`src/rtl/bus_scheduler.sv`:
```
// Round-robin grant of one of three masters to the MAC/FFT slave, held until ack; grant and select are registered (1 cycle after req).
// Backpressure: a granted transfer stalls until ack, REL then adds one dead cycle; watchdog abort built only with SCHED_TIMEOUT_EN.
module bus_scheduler #(
   parameter int NM      = 3,
   parameter int TIMEOUT = 15
) (
   input  logic          clk,
   input  logic          rst,
   input  logic [NM-1:0] req,
   input  logic [NM-1:0] slave_id,
   input  logic          ack,
   output logic [NM-1:0] gnt,
   output logic [1:0]    sel,
   output logic          busy,
   output logic          err
);

   typedef enum logic [1:0] {
      S_IDLE = 2'd0,
      S_BUSY = 2'd1,
      S_REL  = 2'd2
   } state_t;

   if (NM != 3 || TIMEOUT < 1 || TIMEOUT > 255) begin : g_bad_cfg
      $error("bus_scheduler: NM must be 3 and TIMEOUT must be 1..255");
   end

   state_t        state_q, state_d;
   logic [1:0]    ptr_q, ptr_d;
   logic [NM-1:0] gnt_q, gnt_d;
   logic [1:0]    sel_q, sel_d;
   logic          pick_vld;
   logic [1:0]    pick_idx;
   logic [2:0]    cand;
   logic          tmo;

   // Scan downward so the candidate closest to ptr is the one left standing.
   always_comb begin
      pick_vld = 1'b0;
      pick_idx = 2'd0;
      cand     = 3'd0;
      for (int j = NM - 1; j >= 0; j--) begin
         cand = {1'b0, ptr_q} + 3'(j);
         if (cand >= 3'd3) begin
            cand = cand - 3'd3;
         end
         if (req[cand[1:0]]) begin
            pick_vld = 1'b1;
            pick_idx = cand[1:0];
         end
      end
   end

`ifdef SCHED_TIMEOUT_EN
   logic [7:0] cnt_q;
   logic       err_q;

   // cnt_q holds the number of completed BUSY cycles; abort on the TIMEOUT-th.
   assign tmo = (state_q == S_BUSY) && (cnt_q == 8'(TIMEOUT - 1));

   always_ff @(posedge clk or posedge rst) begin
      if (rst) begin
         cnt_q <= 8'd0;
         err_q <= 1'b0;
      end else begin
         err_q <= tmo && !ack;
         if (state_q != S_BUSY || ack || tmo) begin
            cnt_q <= 8'd0;
         end else begin
            cnt_q <= cnt_q + 8'd1;
         end
      end
   end

   assign err = err_q;
`else
   assign tmo = 1'b0;
   assign err = 1'b0;
`endif

   always_ff @(posedge clk or posedge rst) begin
      if (rst) begin
         state_q <= S_IDLE;
         ptr_q   <= 2'd0;
         gnt_q   <= '0;
         sel_q   <= 2'b00;
      end else begin
         state_q <= state_d;
         ptr_q   <= ptr_d;
         gnt_q   <= gnt_d;
         sel_q   <= sel_d;
      end
   end

   always_comb begin
      state_d = state_q;
      case (state_q)
         S_IDLE:  if (pick_vld) state_d = S_BUSY;
         S_BUSY:  if (ack || tmo) state_d = S_REL;
         S_REL:   state_d = S_IDLE;
         default: state_d = S_IDLE;
      endcase
   end

   always_comb begin
      gnt_d = '0;
      sel_d = 2'b00;
      ptr_d = ptr_q;
      case (state_q)
         S_IDLE: begin
            if (pick_vld) begin
               gnt_d = {{(NM-1){1'b0}}, 1'b1} << pick_idx;
               sel_d = slave_id[pick_idx] ? 2'b10 : 2'b01;
               ptr_d = (pick_idx == 2'd2) ? 2'd0 : pick_idx + 2'd1;
            end
         end
         S_BUSY: begin
            if (!(ack || tmo)) begin
               gnt_d = gnt_q;
               sel_d = sel_q;
            end
         end
         default: begin
            gnt_d = '0;
            sel_d = 2'b00;
         end
      endcase
   end

   assign gnt  = gnt_q;
   assign sel  = sel_q;
   assign busy = (state_q == S_BUSY);

endmodule

```
`config.mk`:
```
export PLATFORM = sky130hd
export DESIGN_NAME = bus_scheduler
export DESIGN_NICKNAME = d
export VERILOG_FILES = /design/src/rtl/bus_scheduler.sv
export SDC_FILE = /design/constraint.sdc
export NUM_CORES = 1
export LEC_CHECK = 0
export CAP_MARGIN = 40
export CELL_PAD_IN_SITES_DETAIL_PLACEMENT = 2
export CELL_PAD_IN_SITES_GLOBAL_PLACEMENT = 2
export CORE_UTILIZATION = 28
export DETAILED_ROUTE_END_ITERATION = 8
export GPL_TIMING_DRIVEN = 0
export MAX_ROUTING_LAYER = met4
export PLACE_DENSITY = 0.83
export SETUP_SLACK_MARGIN = 0.05
export SYNTH_ARGS = -nofsm -noshare
export SYNTH_HDL_FRONTEND = slang
export SYNTH_SLANG_ARGS = --single-unit
```
`constraint.sdc`:
```
create_clock -name clk -period 2.4 [get_ports clk]
set_input_delay 0.48 -clock clk [delete_from_list [all_inputs] [get_ports clk]]
set_output_delay 0.48 -clock clk [all_outputs]
set_load 0.02 [all_outputs]
```
=== After elaboration in Yosys (flattened, before gate mapping) ===
Cells that the tools add are included.

* Bits in registers: 9
* Input bits: 9

* Add/subtract/negate cells: 6
* $lt $le $gt $ge: 7
* Equal/unequal tests: 4
* Reductions and logical operators: 3
* Shift operators: 1
* Multiplexer cells: 28

{| class="wikitable"
|+ Operators with widths
! kind !! number
|-
| $mux W2 || 12
|-
| $lt A2 B3 Y1 const B || 4
|-
| $bmux W1 S2 || 4
|-
| $pmux W2 S2 || 2
|-
| $mux W1 || 7
|-
| $ge A3 B2 Y1 const B || 2
|-
| $mux W3 || 2
|-
| $pmux W3 S2 || 1
|-
| $sub A2 B2 Y2 const B || 3
|-
| $ne A2 B2 Y1 const B || 2
|-
| $reduce_and A2 Y1 || 2
|-
| $add A2 B1 Y3 const B || 1
|-
| $add A2 B2 Y3 const B || 1
|-
| $shl A1 B2 Y3 const A || 1
|-
| $add A2 B1 Y2 const B || 1
|-
| $eq A2 B1 Y1 const B || 1
|-
| $eq A2 B2 Y1 const B || 1
|-
| $ge A2 B2 Y1 const B || 1
|-
| $logic_not A2 Y1 || 1
|}

=== Longest topological paths before layout ===
Gate-level depths: netlist of the first run.

* Depth in word-level cells: 13
* Gate-level depth with buffers: 9
* Mapped depth without buffers: 7

=== Worst setup path before layout of the first run ===
OpenSTA, ideal clock, no wires.

* Path kind: register to register
* From: reg ptr_q[0]
* To: reg ptr_q[1]
* Setup time: 125 ps
* Required time: 2275 ps
* Path buffers: 1
* Arrival time: 1916 ps
* Path slack: 359 ps
* Stages on the path, launching flop included: 8
* Period minus slack after synthesis: 2041 ps
* Cell sequence: dfrtp_1 inv_1 ha_1 maj3_2 nor4b_2 or2_1 buf_6 mux2_4

* Cells in the longest elaborated chain, start to end: 10
* Elaborated cells on any way between the ends: 27
* Those cells by class: add/sub: 6; order compare: 3; eq/ne: 1; mux: 16; reduce/logical: 1

{| class="wikitable"
|+ Ends and longest elaborated chain
! element !! RTL line !! text
|-
| start: declaration || 29 || <nowiki>logic [1:0] ptr_q, ptr_d;</nowiki>
|-
| start signal: assignment || 89 || <nowiki>ptr_q <= ptr_d;</nowiki>
|-
| $add A2 B2 Y3 || 43 || <nowiki>cand = {1'b0, ptr_q} + 3'(j);</nowiki>
|-
| $ge A3 B2 Y1 or $sub A2 B2 Y2 (tied branches) || 44, 45 ||
|-
| $mux W2 || 44 || <nowiki>if (cand >= 3'd3) begin</nowiki>
|-
| $bmux W1 S2 || 47 || <nowiki>if (req[cand[1:0]]) begin</nowiki>
|-
| $mux W1 (implied by the code) || 47 ||
|-
| $mux W2 (3 in series) || 47 ||
|-
| $add A2 B1 Y2 or $eq A2 B2 Y1 (tied branches) || 114 || <nowiki>ptr_d = (pick_idx == 2'd2) ? 2'd0 : pick_idx + 2'd1;</nowiki>
|-
| $mux W2 || 114 ||
|}

Parallel ways exist; a longest one is shown, timed or not. The select of a mux whose other input is x is not followed.
A chain may end at the register's enable or synchronous reset.

=== Worst setup path after layout of the first run ===
Ends and elaborated chain as after synthesis.

==> reports/qor.yml, run 1 <==
synth-edff-count: 0
routedWlPerCell_um: 14.3
grt_pass1_vias: 611
cap_violations: 0
setup_slack_ps: 205
ys_seq_area_frac: 0.342
worst_clock_skew_ps: 1.07
num_rows: 17
drv_slew: 0
wl_um: 1610
fp.dieH_um: 50.5
fin_crit_sh: 0.914
clock-sinks: 9
postLayoutCellArea_um2: 858
diodes: 0
grt_pass1_wl_um: 2710
io_pins: 16
crit_end: "ptr_q[1]"
synthFlopType: "dfrtp_1"
area_growth_pct: 30.4
drtPass1Iterations: 3
cts_max_level: 1
synth_fp_nets: 80
synth_xor_area_frac: 0
hold_buffers: 0
drive_gt1_frac: 0.176
avgSynthCellArea_um2: 9.68
place_ws_ps: 1.75
r2r_setup_slack_ps: 210
initial_core_util: 0.298
postRouteAntennaNets: 0
path_cells: "inv_1 -> ha_1 -> maj3_2 -> nor4b_4 -> or2_1 -> buf_6 -> mux2_4"
cp-startpoint: "ptr_q[0]"
reg2reg_depth: 7
worstPathRequired_ps: 2540
min_path_type: "input port to asynchronous set/reset pin"
stdcell_count: 113
peakVddDrop_v: 0.000568
setup-tns-final_ps: 0
worst_setup_path_start_kind: "flop"
cp_slowest_cell: "ha_1"
grt_max_degree: 10
finalNetCount: 98
vias_per_cell: 4.98
cts_tree: "yes"
cts_buffers: 3
fillers: 257
yosys.area_share.simple: 0.196
ys_async_sr_fraction: 1.00
die_area_um2: 2550
syn_area_um2: 658
dp.final_hpwl_um: 1260
cts_root_buf: "clkbuf_4"
cts.clk_slew.worst_paths_ps: 60
drt_iter0_markers: 1
track_usage: 0.143
cp_max_fo: 7
layout_min_cycle_time_ps: 2190
critical_path_arrival_ps: 2330
syn_inst: 68
synth_mux_area_frac: 0.0589
end_kind: "flop"
path_buf_inv: 2
synth_seq_cells: 9
antenna_found_initial: 0
timing.rr.end: "ptr_q[1]"
rsz0062_at_grt: "false"
yosys_warnings: 0
yosysUniqueCellTypes: 35
fmax_mhz: 456
power.leakage_nw: 0.372
placed_area_um2: 823
ctsResizeCount: 0
critPathKind: "flop to flop"
core_um2: 2210
critical_path.top_delay_family: "adder cells"
grt_overflow: 0
setup_violations: 0
synth_top_family_by_area: "compound AO/OA/AOI/OAI gates"
clock_latency_ps: 250
yosys.area.top_type: "dfrtp_1"
gp_congestion: 0.746
route.detailed.drc: 0
synth_compound_area_frac: 0.241
synthAdderAreaFrac: 0.0741
power_density_nw_per_um2: 1230
post_cts_buffers: 0
vias: 563
cts_buffer_depth: 2
outcome: "completed"
portBuffers: 13
die_w_um: 50.5
cp.depth: 7
synth.top_cells.by_area: "dfrtp_1 34%, ha_1 5.7%, a22o_1 4.0%"
synth_top_cell_area_share: 0.342
critPathMaxStageDelay_ps: 410
r2r_start: "ptr_q[0]"
place_inst: 109
finalHoldViolCount: 0
-- stage by stage --
step | util | hold slack, ps | power, mW
2_1_floorplan | - | 308 | 0.739
3_3_place_gp | 0.372 | 481 | 0.917
3_5_place_dp | 0.372 | 484 | 0.937
4_1_cts | 0.384 | 497 | 1.06
5_1_grt | 0.388 | 521 | 1.14
6_report | 0.388 | 484 | 1.06
-- power breakdown --
part	internal, mW	total, mW	switching (mW)
registers	0.215	0.259	0.0441
logic	0.327	0.686	0.359
clock network	0.0639	0.115	0.0508
total	0.606	1.06	0.454
-- layout make-up --
class / count / area (µm²) / share of cell area
well taps: 28 / 35.0 / 0.0408
inverters: 5 / 18.8 / 0.0219
multi-input cells: 50 / 388 / 0.452
repair buffers: 13 / 130 / 0.152
clock buffers: 4 / 26.3 / 0.0306
flip-flops and latches: 9 / 225 / 0.262
plain buffers: 4 / 35.0 / 0.0408
-- worst min path at each step --
stage / cells after the start / from / end / slack (ps)
after detailed placement: 2 / gnt[0] / gnt[0] / 480
after global routing: 2 / rst / gnt[1] / 520
after global placement: 2 / gnt[0] / gnt[0] / 480
final: 2 / rst / gnt[0] / 480
after CTS: 2 / rst / gnt[1] / 500
after floorplan: 1 / rst / gnt[0] / 310
-- sequential cells by signal (all words and copies together), names as in the netlist --
name     count
gnt          3
sel          2
ptr_q        2
state_q      2
-- kinds of logic after synthesis --
group | Yosys count
muxes | 3
AOI/OAI and AO/OA | 20
DFF | 9
other | 1
adders and majority gates | 4
buffers and inverters | 9
and+or+nand+nor | 22
-- layer usage --
metal | wire length [µm] | part of all wire | GRT usage | vias up
met3 | 46 | 0.029 | 0.00909 | 4
met1 | 771 | 0.48 | 0.181 | 269
li1 | - | - | - | 275
met2 | 782 | 0.48 | 0.244 | 15
met4 | 14 | 0.0087 | 0.0417 | 0
met5 | 0 | 0 | - | -
-- cells in the mapped netlist (2+ instances only) --
cell	count
a22o_1	3
o21ai_1	4
o22ai_1	2
buf_6	2
or3_1	3
nor2b_1	4
nor2_1	5
nand2_1	4
ha_1	3
dfrtp_1	9
inv_1	5
-- layout by cell type, fill, tap and decap left out, drive strengths merged, types with 3 or more instances in the layout --
cell type      Yosys  final
buf                4      4
nor2b              4      4
nor2               5      5
inv                5      5
or3                4      4
clkbuf             0      4
ha                 3      3
o21ai              5      5
dfrtp              9      9
clkdlybuf4s50      0     13
a22o               3      3
nand2              4      4
(Power assumes the default switching activity.)
==> run 2, diff against run 1 <==
--- a/config.mk
+++ b/config.mk
@@ -8,11 +8,11 @@
 export CAP_MARGIN = 40
 export CELL_PAD_IN_SITES_DETAIL_PLACEMENT = 2
 export CELL_PAD_IN_SITES_GLOBAL_PLACEMENT = 2
-export CORE_UTILIZATION = 28
+export CORE_UTILIZATION = 26
 export DETAILED_ROUTE_END_ITERATION = 8
 export GPL_TIMING_DRIVEN = 0
 export MAX_ROUTING_LAYER = met4
-export PLACE_DENSITY = 0.83
+export PLACE_DENSITY = 0.81
 export SETUP_SLACK_MARGIN = 0.05
 export SYNTH_ARGS = -nofsm -noshare
 export SYNTH_HDL_FRONTEND = slang
==> constraint.sdc (replaced) <==
create_clock -name clk -period 2 [get_ports clk]
set_input_delay 0.4 -clock clk [delete_from_list [all_inputs] [get_ports clk]]
set_output_delay 0.4 -clock clk [all_outputs]
set_load 0.005 [all_outputs]
==> run 2 against run 1 <==
The flow now finishes with violations (negative setup slack). Utilization rose by 5.5 points. Combinational power rose by 68%. Largest power group unchanged. Routed wire length rose by 32%. Sequential power rose by 24%. First-iteration DRC count did not move.
==> reports/qor.yml, run 2 (synthesis gave the netlist of run 1 again) <==
drt_iter0_markers: 1  # unchanged
grt_overflow: 0  # unchanged
peakVddDrop_v: 0.000650  # +14%
portBuffers: 13  # unchanged
vias: 640  # +14%
place_ws_ps: -338  # -340 ps
grt_max_degree: 10  # unchanged
pwr-share-comb: 0.713  # +0.066
core_um2: 2300  # +3.8%
cap_violations: 0  # unchanged
p_clk_frac: 0.088  # -0.020
placed_area_um2: 845  # +2.6%
worst_setup_path_start_kind: "flop"
mostFrequentLayoutCell: "buf_4"
grt_pass1_vias: 707  # +16%
initial_core_util: 0.286  # -0.0110
track_usage: 0.170  # +0.0265
critPathKind: "flop to flop"
drive_gt1_frac: 0.367  # +0.191
met1_usage: 0.179  # -0.00155
dp.final_hpwl_um: 1380  # +9.0%
largest_register_ffs: 3  # unchanged
vias_per_cell: 5.08  # +1.9%
cts_root_buf: "clkbuf_4"
min_path_type: "input port to asynchronous set/reset pin"
grtUsageMet2: 0.331  # +0.0868
seqPwrFrac: 0.199  # -0.045
setup_slack_ps: -6.35  # -212 ps
drtPass1Iterations: 2  # -1
route.detailed.drc: 0  # unchanged
grt_pass1_wl_um: 3270  # +21%
die_area_um2: 2740  # +7.4%
fp.dieH_um: 52.3  # +3.6%
routedWlPerCell_um: 16.9  # +19%
p_sw_mw: 0.636  # +40%
drv_slew: 0  # unchanged
area_growth_pct: 54.8
violations: "negative setup slack"
postLayoutCellArea_um2: 1020  # +19%
grt_use_met3: 0.0174  # +0.00830
clock-sinks: 9  # unchanged
antenna_found_initial: 0  # unchanged
cts_buffer_depth: 2  # unchanged
layout_min_cycle_time_ps: 2010  # -188 ps
cts_buffers: 3  # unchanged
cts_max_level: 1  # unchanged
power_density_nw_per_um2: 1580  # +28%
fin_crit_sh: 1.00  # +0.0887
worstPathRequired_ps: 2150  # -390 ps
critical_path_arrival_ps: 2160  # -170 ps
fmax_mhz: 498  # +9.4%
diodes: 0  # unchanged
end_kind: "flop"
worst_clock_skew_ps: 2.05  # +0.979 ps
grt.busiest_layer: "met2"
finalHoldViolCount: 0  # unchanged
num_rows: 17  # unchanged
io_pins: 16  # unchanged
setup_violations: 1  # +1
postRouteAntennaNets: 0  # unchanged
die_w_um: 52.3  # +3.6%
clock_latency_ps: 260  # about the same
sw_frac_of_total: 0.395  # -0.0333
finalNetCount: 111  # +13%
power.leakage_nw: 0.444  # +20%
rsz0062_at_grt: "true"
layout_common_cells: "14 x buf_4, 12 x clkdlybuf4s50_1, 9 x dfrtp_1"
outcome: "complete, but fails checks"
cp_max_fo: 5  # -2
setup-tns-final_ps: -6.35  # -6.35 ps
cts.clk_slew.worst_paths_ps: 60  # about the same
p_int_mw: 0.973  # +61%
gp_congestion: 0.748  # +0.19%
cts_tree: "yes"
wl_um: 2130  # +32%
[run 2: cell type report]
class                   instances  area, µm²
repair buffers                 27        238
clock buffers                   4       26.3
flip-flops and latches          9        225
fillers                       252       1280
inverters                       5       18.8
plain buffers                   3       23.8
well taps                      28       35.0
multi-input cells              50        452
[run 2: through the flow]
stage	instances	utilization	power, mW	hold WS (ps)
5_1_grt	126	0.443	1.73	433
3_5_place_dp	109	0.368	1.14	488
4_1_cts	122	0.421	1.51	412
2_1_floorplan	68	-	0.877	228
3_3_place_gp	109	0.368	1.09	478
6_report	126	0.443	1.61	401
[run 2: critical path, stage by stage, from the launching register on]
cell and delay (ps):
dfrtp_1 440, ha_4 290, maj3_2 320, nor4b_4 270, or2_1 170, buf_6 110
mux2_4 290
[run 2: final timing paths]
path	from	slack, ps	endpoint	cells past startpoint
worst max-delay path	ptr_q[1]	-6	ptr_q[1]	6
worst min-delay path	rst	400	ptr_q[1]	2
worst max register to register	ptr_q[1]	-6	ptr_q[1]	6
worst min register to register	sel[1]	500	sel[1]	2
max in group asynchronous	rst	1340	state_q[1]	2
min in group clk	sel[1]	500	sel[1]	2
[run 2: per-layer routing]
metal  routed length (µm)  part of all wire  vias up
met5                    0                 0        -
met4                   23             0.011        0
met3                   45             0.021        2
met2                 1180              0.55       14
met1                  889              0.42      321
li1                     -                 -      303
[run 2: what timing repair did]
item | CTS | global route
resized for setup | 7 | 5
setup endpoints to repair | 6 | 7
pin swaps | 8 | 9
buffers inserted | 10 | 4
cloned | 0 | 0
hold buffers | 0 | 0
[run 2: power groups by stage]
stage                     sequential [mW]  combinational, mW  clock, mW
after detailed placement            0.321              0.816          0
after global placement              0.312              0.783          0
after floorplan                     0.312              0.565          0
final                               0.320               1.15      0.142
after global routing                0.329               1.24      0.157
after CTS                           0.317               1.05      0.146
